<file path="src/rtl/regfile_sb.sv">
// Register file with two combinational read ports, one write port, optional write-to-read
// forwarding, optional hardwired-zero r0 and a per-register pending-write scoreboard.
module regfile_sb #(
    parameter int unsigned DATA_WIDTH = 32,
    parameter int unsigned ADDR_WIDTH = 5,
    parameter bit          ZERO_REG   = 1'b1,
    parameter bit          BYPASS     = 1'b1
) (
    input  logic                  clk,
    input  logic                  reset,
    input  logic                  write,
    input  logic [ADDR_WIDTH-1:0] write_addr,
    input  logic [DATA_WIDTH-1:0] write_data,
    input  logic                  reserve,
    input  logic [ADDR_WIDTH-1:0] reserve_addr,
    input  logic [ADDR_WIDTH-1:0] read_addr1,
    input  logic [ADDR_WIDTH-1:0] read_addr2,
    output logic [DATA_WIDTH-1:0] read_data1,
    output logic [DATA_WIDTH-1:0] read_data2,
    output logic                  busy1,
    output logic                  busy2,
    output logic [ADDR_WIDTH:0]   pending_count
);

    localparam int unsigned DEPTH = 2 ** ADDR_WIDTH;
    localparam logic [ADDR_WIDTH:0] COUNT_ONE = {{ADDR_WIDTH{1'b0}}, 1'b1};

    logic [DATA_WIDTH-1:0] regs_q [DEPTH];
    logic [DEPTH-1:0]      pending_q, pending_d;
    logic [ADDR_WIDTH:0]   count_q, count_d;
    logic                  wr_en, rsv_en, cnt_inc, cnt_dec;

    logic [ADDR_WIDTH-1:0] raddr [2];
    logic [DATA_WIDTH-1:0] rdata [2];
    logic                  rbusy [2];

    assign wr_en  = write && !(ZERO_REG && (write_addr == '0));
    assign rsv_en = reserve && !(ZERO_REG && (reserve_addr == '0));

    // Reserve is applied after the write clear so a same-address re-reservation wins.
    always_comb begin
        pending_d = pending_q;
        if (wr_en) begin
            pending_d[write_addr] = 1'b0;
        end
        if (rsv_en) begin
            pending_d[reserve_addr] = 1'b1;
        end
    end

    assign cnt_inc = rsv_en && !pending_q[reserve_addr];
    assign cnt_dec = wr_en && pending_q[write_addr] && !(rsv_en && (reserve_addr == write_addr));

    always_comb begin
        count_d = count_q;
        if (cnt_inc && !cnt_dec) begin
            count_d = count_q + COUNT_ONE;
        end else if (!cnt_inc && cnt_dec) begin
            count_d = count_q - COUNT_ONE;
        end
    end

    always_ff @(posedge clk or posedge reset) begin
        if (reset) begin
            pending_q <= '0;
            count_q   <= '0;
        end else begin
            pending_q <= pending_d;
            count_q   <= count_d;
        end
    end

    always_ff @(posedge clk or posedge reset) begin
        if (reset) begin
            for (int unsigned i = 0; i < DEPTH; i++) begin
                regs_q[i] <= '0;
            end
        end else if (wr_en) begin
            regs_q[write_addr] <= write_data;
        end
    end

    assign raddr[0] = read_addr1;
    assign raddr[1] = read_addr2;

    // A forwarded operand is never busy: its data is on the write port this cycle.
    always_comb begin
        for (int p = 0; p < 2; p++) begin
            rdata[p] = '0;
            rbusy[p] = 1'b0;
            if (!reset && !(ZERO_REG && (raddr[p] == '0))) begin
                if (BYPASS && wr_en && (write_addr == raddr[p])) begin
                    rdata[p] = write_data;
                end else begin
                    rdata[p] = regs_q[raddr[p]];
                    rbusy[p] = pending_q[raddr[p]];
                end
            end
        end
    end

    assign read_data1    = rdata[0];
    assign read_data2    = rdata[1];
    assign busy1         = rbusy[0];
    assign busy2         = rbusy[1];
    assign pending_count = count_q;

endmodule

</file>
<file path="config.mk">
export PLATFORM = sky130hd
export DESIGN_NAME = regfile_sb
export DESIGN_NICKNAME = d
export VERILOG_FILES = /design/src/rtl/regfile_sb.sv
export SDC_FILE = /design/constraint.sdc
export NUM_CORES = 2
export LEC_CHECK = 0
export CORE_MARGIN = 2
export CORE_UTILIZATION = 57
export DETAILED_ROUTE_END_ITERATION = 16
export GPL_ROUTABILITY_DRIVEN = 0
export HOLD_SLACK_MARGIN = 0.05
export PLACE_DENSITY = 0.77
export SETUP_SLACK_MARGIN = 0.5
export SLEW_MARGIN = 10
export SYNTH_ARGS = -nofsm -noshare
export SYNTH_HDL_FRONTEND = slang
export SYNTH_SLANG_ARGS = --single-unit
</file>
<file path="constraint.sdc">
create_clock -name clk -period 37.9 [get_ports clk]
set_input_delay 7.58 -clock clk [delete_from_list [all_inputs] [get_ports clk]]
set_output_delay 7.58 -clock clk [all_outputs]
set_load 0.02 [all_outputs]
</file>
==> impl_metrics.toml <==
[outcome]
status = "finished, final reports clean"

[clocking]
cts_root_buffer = "clkbuf_16"
cts_max_path_buffers = 3
cts.clk_slew.worst_paths_ns = 0.06
cts_hold_buf = 0
cts_sinks = 1062
clkLatencyLatePin_ns = 0.70
postCtsSetupBuffers = 0
numCtsBuffers = 109
post_cts_resized = 0
ctsHtreeMaxLevel = 3
cts_tree = "built"

[power_and_ir_drop]
powerDensity_mw_per_mm2 = 52.6
swShare = 0.283
combPwrFrac = 0.212
totalPowerFinal_mw = 3.36
p_int_mw = 2.41
power.share.sequential = 0.453
leakage_nw = 28.1
switchingPower_mw = 0.951
p_clk_frac = 0.335
peakVddDrop_v = 0.0000418

[timing]
fin_skew_ns = 0.00881
whs_ns = 0.397
setup_tns_ns = 0
setup_viol = 0
min_period_ns = 20.28
maxSlewHeadroom = 0.152
rsz0062_at_grt = "false"
hold_violations = 0
period_share = 0.535
drv_slew = 0
worstMarginPinSlew_ns = 1.27
fmax_ghz = 0.0493

[global_routing]
grt_pass1_wl_mm = 268
grt_usage = 0.346
grt_pass1_vias = 40931
grt.overflow.total = 0
antenna_found_initial = 10
grt_max_degree = 183

[cells_and_area]
fillers = 7527
design_area_mm2 = 0.0639
multi_input_area_mm2 = 0.0298
syn2layout_area_growth_pct = 9.34
finalNetCount = 4160
regArea_mm2 = 0.0266
drive_above_1_share = 0.386

[min_path]
hp-class = "reg2reg"
holdCritStartpoint = "regs_q[994]"

[die]
ios = 128
design.core.area_mm2 = 0.102
fp-row-count = 117
die_h_um = 324
initial_utilization = 0.574
die-area_mm2 = 0.105
die_x_um = 324

[worst_setup_path]
cp-start-kind = "primary input"
crit_top_cell = "buf_4"
path_class = "in2out"
worst-path-max-fanout = 79
cp_cell_sequence = "buf_8, buf_4, buf_4, buf_4, mux2i_1, a221oi_1, a22oi_1, a21oi_1, a211o_1, clkdlybuf4s50_1"
arrival_ns = 12.70
rr_startpoint = "pending_q[11]"
cp_data_required_time_ns = 30.32
cpMaxStageDelayCell = "buf_4"
critPathMaxStageDelay_ns = 0.89
startpoint = "read_addr2[0]"
worst_setup_path_end_kind = "output port"

[drt]
drc = 0
wl_per_cell_um = 32.6
firstDrtPassIters = 6
vias = 40618
viasPerCell = 7.31
routed_wl_mm = 181
ant_nets = 0
drt_iter0_drc = 4668

[yosys]
syn_avg_cell_area_um2 = 13.7
synth_edf_count = 0
synth_ff_type = "dfrtp_1"
syn_nets = 4314
syn-cell-area_mm2 = 0.0584
netlist_instances = 4252
ys_ff_latch = 1062
synth-warning-count = 0
async_flop_share = 1.00
seq_area_frac_synth = 0.455
synth_cell_types = 60

[placement]
placed_cell_area_mm2 = 0.0601
dp_hpwl_mm = 93.9
io_buffer_count = 127

[flow_run]
max_cap_viol_count = 0
[sequential cells by signal, indices dropped and copies added, names as in the netlist]
register	count
pending_q	32
regs_q	1024
pending_count	6
[layout by cell type, fill, tap and decap left out, types with 21 or more instances in the layout]
| master | n |
|---|---|
| dfrtp_1 | 1062 |
| mux2_2 | 995 |
| mux2i_1 | 498 |
| mux4_2 | 302 |
| a221oi_1 | 204 |
| clkdlybuf4s50_1 | 119 |
| a21oi_1 | 118 |
| clkbuf_16 | 112 |
| a22oi_1 | 102 |
| o21bai_1 | 89 |
| buf_4 | 86 |
| o21ai_0 | 50 |
| a211o_1 | 44 |
| o221ai_1 | 44 |
| clkbuf_8 | 26 |
| clkbuf_1 | 26 |
| o22ai_1 | 22 |
| nor2_1 | 21 |
[critical path, delay by kind of cell]
| family | cells | cell delay (ns) |
|---|---|---|
| muxes | 1 | 0.20 |
| AOI/OAI and AO/OA | 4 | 1.04 |
| buffers and inverters | 5 | 3.68 |
[worst paths after layout]
path                                    endpoint  slack, ns  cells after the start
worst max-delay path              read_data2[27]      17.62                     10
min in group asynchronous            regs_q[808]       7.65                      2
max in group asynchronous            regs_q[954]      27.15                      5
worst min-delay path                 regs_q[994]       0.40                      0
worst max register to register  pending_count[5]      34.25                     13
worst min register to register       regs_q[994]       0.40                      0
[logic make-up (layout without fill, tap and decap cells)]
family,Yosys count,count (layout),share of synthesized area
adder cells (fa/ha/maj),6,6,0.00141
other,0,5,0
XOR/XNOR,20,20,0.00300
buffers and inverters,489,422,0.0390
multiplexers,1795,1795,0.394
AND/OR/NAND/NOR,146,146,0.0132
AO/OA/AOI/OAI,734,734,0.0947
flip-flops,1062,1062,0.455
[cell usage after synthesis, types with 3 or more instances]
| master | number | area, um2 |
|---|---|---|
| nor2_1 | 39 | 146 |
| nor3_1 | 20 | 100 |
| dfrtp_1 | 1062 | 26600 |
| a221o_1 | 19 | 190 |
| a221oi_1 | 204 | 1790 |
| o221ai_1 | 44 | 385 |
| nand3b_1 | 6 | 45.0 |
| nand4b_1 | 3 | 26.3 |
| a22oi_1 | 102 | 766 |
| o22ai_1 | 22 | 138 |
| o211ai_1 | 6 | 45.0 |
| xor2_1 | 4 | 35.0 |
| o211ai_2 | 3 | 37.5 |
| o21bai_1 | 89 | 668 |
| buf_2 | 101 | 505 |
| nor2b_1 | 8 | 50.1 |
| nand3_1 | 9 | 45.0 |
| or2_2 | 5 | 31.3 |
| nand2b_1 | 5 | 31.3 |
| nor3b_1 | 6 | 45.0 |
| mux4_2 | 302 | 6800 |
| clkbuf_1 | 254 | 953 |
| a31oi_1 | 4 | 25.0 |
| inv_1 | 10 | 37.5 |
| a211o_1 | 44 | 385 |
| nor4b_1 | 5 | 43.8 |
| mux2i_1 | 498 | 4980 |
| nand2_1 | 28 | 105 |
| nor3b_2 | 3 | 37.5 |
| buf_4 | 79 | 593 |
| o21ai_0 | 50 | 250 |
| a22o_1 | 11 | 96.3 |
| a21oi_1 | 118 | 591 |
| buf_1 | 38 | 143 |
| a32o_1 | 4 | 40.0 |
| xnor2_1 | 16 | 140 |
| ha_1 | 5 | 62.6 |
| mux2_2 | 995 | 11200 |
[per-layer routing]
layer  up-vias  GRT usage  wire, um
met5         -          0        83
met4        12      0.190     10800
met3       652     0.0860     18400
met2      2317      0.537     83300
met1     21364      0.447     68400
li1      16273          -         -
[power by group through the flow]
stage | Sequential [mW] | Combinational [mW] | Clock, mW
after floorplan | 1.49 | 0.556 | 0
after global placement | 1.51 | 0.686 | 0
after detailed placement | 1.53 | 0.706 | 0
after CTS | 1.51 | 0.709 | 1.13
after global routing | 1.55 | 0.764 | 1.18
final | 1.52 | 0.714 | 1.13
[final cells by class]
| cell class | count | area share |
|---|---|---|
| Antenna cell | 5 | 0.000196 |
| Clock buffer | 163 | 0.0508 |
| Clock inverter | 35 | 0.00752 |
| Inverter | 12 | 0.000803 |
| Multi-Input combinational cell | 2701 | 0.467 |
| Sequential cell | 1062 | 0.416 |
| Tap cell | 1368 | 0.0268 |
| Timing Repair Buffer | 212 | 0.0306 |
[through the flow]
stage	std cells	setup WS, ns	util
floorplan	4252	15.67	-
global placement	5355	17.75	0.591
detailed placement	5355	17.75	0.591
CTS	5553	17.67	0.628
global route	5555	17.27	0.628
finish	5558	17.62	0.628
(Power assumes the default switching activity.)
